$ cat config.mk
export PLATFORM = sky130hd
export DESIGN_NAME = led_share_arbiter
export DESIGN_NICKNAME = d
export VERILOG_FILES = /design/src/rtl/led_arb_pkg.sv /design/src/rtl/led_arb_rr_pick.sv /design/src/rtl/led_share_arbiter.sv
export SDC_FILE = /design/constraint.sdc
export NUM_CORES = 1
export LEC_CHECK = 0
export ABC_AREA = 1
export BUFFER_PORTS_ARGS = -buffer_cell sky130_fd_sc_hd__buf_2
export CAP_MARGIN = 10
export CORE_MARGIN = 1
export CORE_UTILIZATION = 25
export DETAILED_ROUTE_END_ITERATION = 7
export PLACE_DENSITY_LB_ADDON = 0.12
export RECOVER_POWER = 50
export SLEW_MARGIN = 25
export SYNTH_ARGS = -nofsm -noshare
export SYNTH_HDL_FRONTEND = slang
export SYNTH_HIERARCHICAL = 1
export SYNTH_SLANG_ARGS = --single-unit
$ cat constraint.sdc
create_clock -name EXTCLK -period 3.08 [get_ports EXTCLK]
set_input_delay 0.616 -clock EXTCLK [delete_from_list [all_inputs] [get_ports EXTCLK]]
set_output_delay 0.616 -clock EXTCLK [all_outputs]
set_load 0.03 [all_outputs]
$ cat src/rtl/led_arb_pkg.sv
// rtl/led_arb_pkg.sv - shared types and constants for the LED share arbiter.
package led_arb_pkg;

  typedef enum logic [1:0] {
    IDLE  = 2'd0,
    OWN   = 2'd1,
    BLANK = 2'd2
  } arb_state_e;

  localparam int LED_W           = 8;
  localparam int NUM_SRC_DEFAULT = 4;

  // Index width for n sources; a single source still needs a 1-bit OWNER.
  function automatic int idx_w(input int n);
    return (n > 1) ? $clog2(n) : 1;
  endfunction

endpackage

$ cat src/rtl/led_arb_rr_pick.sv
// rtl/led_arb_rr_pick.sv - combinational round-robin picker: first requester at or after rr_ptr, with wrap.
module led_arb_rr_pick
  import led_arb_pkg::*;
#(
  parameter  int NUM_SRC = NUM_SRC_DEFAULT,
  localparam int OW      = idx_w(NUM_SRC)
) (
  input  logic [NUM_SRC-1:0] REQ,
  input  logic [OW-1:0]      rr_ptr,
  output logic               valid,
  output logic [OW-1:0]      index
);

  always_comb begin
    valid = 1'b0;
    index = '0;
    for (int k = 0; k < NUM_SRC; k++) begin
      for (int i = 0; i < NUM_SRC; i++) begin
        if (!valid && REQ[i] && (((int'(rr_ptr) + k) % NUM_SRC) == i)) begin
          valid = 1'b1;
          index = OW'(i);
        end
      end
    end
  end

endmodule

$ cat src/rtl/led_share_arbiter.sv
// rtl/led_share_arbiter.sv - time-sliced LED ownership arbiter with dark gap between owners.
// Optional grant counter output enabled by LED_ARB_GRANT_CNT_EN.
module led_share_arbiter
  import led_arb_pkg::*;
#(
  parameter  int NUM_SRC      = NUM_SRC_DEFAULT,
  parameter  int DWELL_CYCLES = 50000000,
  parameter  int BLANK_CYCLES = 2,
  localparam int OW           = idx_w(NUM_SRC)
) (
  input  logic                     EXTCLK,
  input  logic                     RST,
  input  logic [NUM_SRC-1:0]       REQ,
  input  logic [NUM_SRC*LED_W-1:0] SRC_DATA,
  input  logic                     HOLD,
  output logic [NUM_SRC-1:0]       GNT,
  output logic [OW-1:0]            OWNER,
  output logic [LED_W-1:0]         LEDG,
`ifdef LED_ARB_GRANT_CNT_EN
  output logic                     SWITCH_PULSE,
  output logic [15:0]              GRANT_CNT
`else
  output logic                     SWITCH_PULSE
`endif
);

  localparam int DW = $clog2(DWELL_CYCLES + 1);
  localparam int BW = $clog2(BLANK_CYCLES + 1);
  localparam logic [DW-1:0] DWELL_LAST = DW'(DWELL_CYCLES - 1);
  localparam logic [BW-1:0] BLANK_LAST = BW'(BLANK_CYCLES - 1);

  arb_state_e           state, state_d;
  logic [OW-1:0]        rr_ptr, rr_ptr_d, owner_d;
  logic [DW-1:0]        dwell, dwell_d;
  logic [BW-1:0]        blank, blank_d;
  logic [NUM_SRC-1:0]   gnt_d, owner_mask;
  logic [LED_W-1:0]     ledg_d, owner_data;
  logic                 pulse_d;
  logic                 pick_valid;
  logic [OW-1:0]        pick_index;
  logic                 owner_req, others_req, expire, leave_own;

  led_arb_rr_pick #(.NUM_SRC(NUM_SRC)) u_pick (
    .REQ    (REQ),
    .rr_ptr (rr_ptr),
    .valid  (pick_valid),
    .index  (pick_index)
  );

  assign owner_mask = NUM_SRC'(1) << OWNER;
  assign owner_req  = |(REQ & owner_mask);
  assign others_req = |(REQ & ~owner_mask);
  assign expire     = (dwell == DWELL_LAST);
  // A released owner leaves unconditionally; expiry only preempts when someone else waits.
  assign leave_own  = !owner_req || (!HOLD && expire && others_req);

  always_comb begin
    owner_data = '0;
    for (int i = 0; i < NUM_SRC; i++) begin
      if (OWNER == OW'(i)) owner_data = SRC_DATA[i*LED_W +: LED_W];
    end
  end

  always_ff @(posedge EXTCLK) begin
    if (RST) begin
      state        <= IDLE;
      GNT          <= '0;
      LEDG         <= '0;
      OWNER        <= '0;
      SWITCH_PULSE <= 1'b0;
      rr_ptr       <= '0;
      dwell        <= '0;
      blank        <= '0;
    end else begin
      state        <= state_d;
      GNT          <= gnt_d;
      LEDG         <= ledg_d;
      OWNER        <= owner_d;
      SWITCH_PULSE <= pulse_d;
      rr_ptr       <= rr_ptr_d;
      dwell        <= dwell_d;
      blank        <= blank_d;
    end
  end

  always_comb begin
    state_d = state;
    case (state)
      IDLE:    if (pick_valid) state_d = OWN;
      OWN:     if (leave_own) state_d = BLANK;
      BLANK:   if (blank == BLANK_LAST) state_d = pick_valid ? OWN : IDLE;
      default: state_d = IDLE;
    endcase
  end

  always_comb begin
    gnt_d    = '0;
    ledg_d   = '0;
    owner_d  = OWNER;
    pulse_d  = 1'b0;
    rr_ptr_d = rr_ptr;
    dwell_d  = dwell;
    blank_d  = blank;
    case (state)
      OWN: begin
        if (leave_own) begin
          rr_ptr_d = (OWNER == OW'(NUM_SRC - 1)) ? '0 : OWNER + 1'b1;
          blank_d  = '0;
        end else begin
          gnt_d  = GNT;
          ledg_d = owner_data;
          if (!HOLD) dwell_d = expire ? '0 : dwell + 1'b1;
        end
      end
      BLANK:   if (blank != BLANK_LAST) blank_d = blank + 1'b1;
      default: ;
    endcase
    if (state != OWN && state_d == OWN) begin
      gnt_d   = NUM_SRC'(1) << pick_index;
      owner_d = pick_index;
      pulse_d = 1'b1;
      dwell_d = '0;
    end
  end

`ifdef LED_ARB_GRANT_CNT_EN
  always_ff @(posedge EXTCLK) begin
    if (RST) GRANT_CNT <= '0;
    else if (SWITCH_PULSE && GRANT_CNT != 16'hFFFF) GRANT_CNT <= GRANT_CNT + 16'd1;
  end
`else
`endif

endmodule

==> flow_summary.rst <==
.. list-table::
   :header-rows: 1

   * - Metric
     - Value
   * - DP Wirelength
     - between 6 and 7 mm
   * - Detail-routed via count per cell
     - 4.43
   * - Maxcap violations
     - 0
   * - Clk_lat worst skew
     - 0.30 ns
   * - Power Dens Cells
     - 586 nW/µm²
   * - Die area
     - 13,700 µm²
   * - Netlist area before placement
     - roughly 3300 µm²
   * - Final-layout setup total negative slack
     - 0 ns
   * - Sequence of cells on the critical path
     - inv_1 > ha_1 > inv_4 > nand2_1 > nand2_1 > nor2_1 > nor2_1 > nand3_1 > nand3_4 > nor2_8 > nand2_1 > a21oi_2
   * - Startpoint kind of the worst setup timing path
     - flop
   * - Share of cells above drive strength 1
     - 0.145
   * - Global-route wire length before repair
     - approximately 15 mm
   * - Number of antenna cells inserted
     - 0
   * - CP max-delay cell
     - sky130_fd_sc_hd__ha_1
   * - Maximum single-stage delay on the critical path
     - ~0.45 ns
   * - Highest routed metal layer
     - met4
   * - Pin count of the biggest net entering global routing
     - 29
   * - Post-CTS Hold Buffers
     - 0
   * - Initial DRC count
     - 223
   * - CTS resizes
     - 0
   * - Final setup viols
     - 0
   * - Critical path arrival
     - 2.71 ns
   * - Placed cell count
     - roughly 750
   * - Routed length on met1
     - roughly 4.3 mm
   * - Deepest clock path buffer count
     - 2
   * - Cts bufs inserted
     - 5
   * - DRC violation count after routing
     - 0
   * - Unrepaired setup endpoints after global routing
     - false
   * - Maximum fanout along the worst path
     - 26
   * - Peak VDD IR
     - approximately 0.18 mV
   * - Post-DR wirelength/cell
     - 11.9 µm
   * - Area Growth Syn to Fin
     - 14.8%
   * - Synth area leaders
     - sky130_fd_sc_hd__dfxtp_1 28%, sky130_fd_sc_hd__nand2_1 18%, sky130_fd_sc_hd__nor2_1 11%, sky130_fd_sc_hd__inv_1 6.1%, sky130_fd_sc_hd__nand3_1 4.8%
   * - Number of top-level pins
     - 54
   * - Startpoint of the tightest hold check path
     - GNT[0]
   * - Cell taking the most area after synthesis
     - sky130_fd_sc_hd__dfxtp_1
   * - Min Tclk post-route
     - 2.47 ns
   * - Start of the worst register-to-register path
     - OWNER[0]
   * - Number of distinct standard cells referenced by the synthesized netlist
     - 33
   * - Crit end category
     - flop
   * - Number of failing hold endpoints at the final stage
     - 0
   * - Number of buffer cells added on primary ports
     - 53
   * - Max-Slew Margin vs Limit
     - 0.516
   * - Critical R2R Capture
     - dwell[21]
   * - Data required time of the worst path
     - approximately 3.3 ns
   * - Worst clock skew
     - between 0.004 and 0.005 ns
   * - Syn Nets
     - 580
   * - Depth of the most critical reg-to-reg path
     - 12
   * - Leading post-synthesis cells by instance count
     - 162 x sky130_fd_sc_hd__nand2_1, 96 x sky130_fd_sc_hd__nor2_1, 54 x sky130_fd_sc_hd__inv_1, 47 x sky130_fd_sc_hd__dfxtp_1, 32 x sky130_fd_sc_hd__nand3_1
   * - Most frequent cell on the critical path
     - sky130_fd_sc_hd__nand2_1
   * - Die height
     - about 120 µm
   * - Detailed-routed wire length on met3
     - 533 µm
   * - Maximum clock rate
     - about 0.41 GHz
   * - Row count
     - 41
   * - Post-route clock period utilization
     - 0.801
   * - Number of search-and-repair iterations in the first detailed-routing pass
     - 4
   * - Die extent in x
     - around 120 µm
   * - Category of the critical setup timing path
     - reg2reg
   * - Post-Synthesis Mean Instance Area
     - 6.21 µm²
   * - Slew @ Worst Pin
     - 0.724 ns
   * - Total via count after detailed routing
     - 3,350
   * - Placeable core region
     - 12,800 µm²
   * - Antenna violations before repair
     - 0
   * - Dominant cell by count in the synthesized netlist
     - sky130_fd_sc_hd__nand2_1
   * - Worst hold stages
     - 2
   * - Via count of the first global-routing pass
     - 3,196
   * - Clk sink count
     - 47
   * - Portion of synthesized cell area occupied by the leading cell type
     - 0.283
   * - Count of synthesis-stage warnings from yosys
     - 6
   * - Net count, final
     - 629
   * - Met2 wirelength from detailed routing
     - 4.08 mm
   * - Fin cells
     - 757
   * - Result of the run
     - completed
   * - Sequential area share after synthesis
     - 0.283
   * - Worst Hold End
     - GNT[0]
   * - Count of H-tree levels built during CTS
     - 2
   * - Last weighted congestion value of the routability-driven placer
     - roughly 0.81
   * - Fraction of synthesis flops using an asynchronous set or reset pin
     - 0
   * - Number of synthesized register bits
     - 47
   * - Clock-pin transition on the worst setup and hold timing paths
     - 0.06 ns
   * - Post-synthesis instance total
     - approximately 540
   * - Reg2reg setup slack
     - 0.61 ns
   * - TritonCTS clock tree
     - built
   * - Max Transition Viols Final
     - 0
   * - Clock root buffer
     - sky130_fd_sc_hd__clkbuf_16
   * - Leakage component of the power
     - approximately 1.6 nW
   * - Total power draw
     - between 2 and 2.5 mW
   * - Number of setup buffers added after CTS
     - 0
   * - Most used flip-flop cell after synthesis
     - sky130_fd_sc_hd__dfxtp_1
   * - Antenna Nets Post-Route
     - 0
   * - Number of enable flip-flop cells after synthesis
     - 0
   * - Gr usage total
     - 0.143
   * - Effective utilization at floorplan
     - 0.260
   * - Total global routing overflow
     - 0
   * - Hold Path Class
     - reg2reg
   * - Total wire length after detailed routing
     - 9.04 mm
[flip-flops by register name (all words and copies together), names as in the netlist]
name and flops:
rr_ptr 2, blank 2, state 2, OWNER 2, dwell 26, LEDG 8
SWITCH_PULSE 1, GNT 4
[metal layers]
layer / vias to the layer above / GRT usage
met5: - / 0
met4: 0 / 0.0582
met3: 8 / 0.0278
met2: 79 / 0.247
met1: 1490 / 0.174
li1: 1773 / -
[power breakdown]
group	switching, mW	internal (mW)	total [mW]	leakage, nW
Clock	0.243	0.346	0.589	0.0772
Sequential	0.0493	0.675	0.724	0.381
Combinational	0.633	0.285	0.919	1.13
[how the worst max path moves through the flow]
stage	slack [ns]	start	depth (start not counted)	endpoint
global route	0.29	rr_ptr[1]	15	dwell[0]
detailed placement	0.56	REQ[1]	15	GNT[3]
global placement	0.65	REQ[1]	15	OWNER[0]
floorplan	0.85	REQ[3]	14	dwell[0]
finish	0.61	OWNER[0]	12	dwell[21]
CTS	0.66	OWNER[0]	12	dwell[23]
[kinds of logic (layout without fill, tap and decap cells)]
family | count (synthesis) | after routing | synth area share
and+or+nand+nor | 333 | 333 | 0.445
buffers and inverters | 72 | 122 | 0.101
adders and majority gates | 6 | 6 | 0.0226
xor gates and xnor gates | 17 | 17 | 0.0448
AOI/OAI and AO/OA | 60 | 60 | 0.103
DFF | 47 | 47 | 0.283
[final cells by class]
class	count	area (µm²)
tap	172	215
clock buffer	8	156
sequential	47	941
inverter	60	230
fill	1451	8960
timing repair buffer	54	267
multi-input combinational	416	2000
[worst max-delay path: cells and delay by family, from the launching register on]
family / cells / cell delay (ns)
flops: 1 / 0.35
buf+inv: 2 / 0.22
simple gates: 8 / 1.25
fa+ha+maj: 1 / 0.45
compound gates: 1 / 0.13
[metrics by stage]
step | setup slack (ns) | cell area (µm²) | utilization | hold WS, ns
floorplan | 0.845 | 3320 | - | 0.439
CTS | 0.659 | 3870 | 0.303 | 0.462
global route | 0.287 | 3810 | 0.298 | 0.496
finish | 0.613 | 3810 | 0.298 | 0.462
global placement | 0.655 | 3720 | 0.291 | 0.456
detailed placement | 0.560 | 3720 | 0.291 | 0.453
[cells in the final DEF, fill, tap and decap left out, types with 10 or more instances in the layout]
cell type / count
sky130_fd_sc_hd__buf_2: 38
sky130_fd_sc_hd__clkbuf_1: 16
sky130_fd_sc_hd__a21oi_1: 26
sky130_fd_sc_hd__xor2_1: 12
sky130_fd_sc_hd__dfxtp_1: 47
sky130_fd_sc_hd__nand4_1: 10
sky130_fd_sc_hd__inv_1: 54
sky130_fd_sc_hd__o21ai_0: 23
sky130_fd_sc_hd__nand2_1: 164
sky130_fd_sc_hd__nor2_1: 97
sky130_fd_sc_hd__nand3_1: 34
sky130_fd_sc_hd__a21oi_2: 11
sky130_fd_sc_hd__nand2_2: 12
No activity file was read; power rests on OpenSTA's default activity.
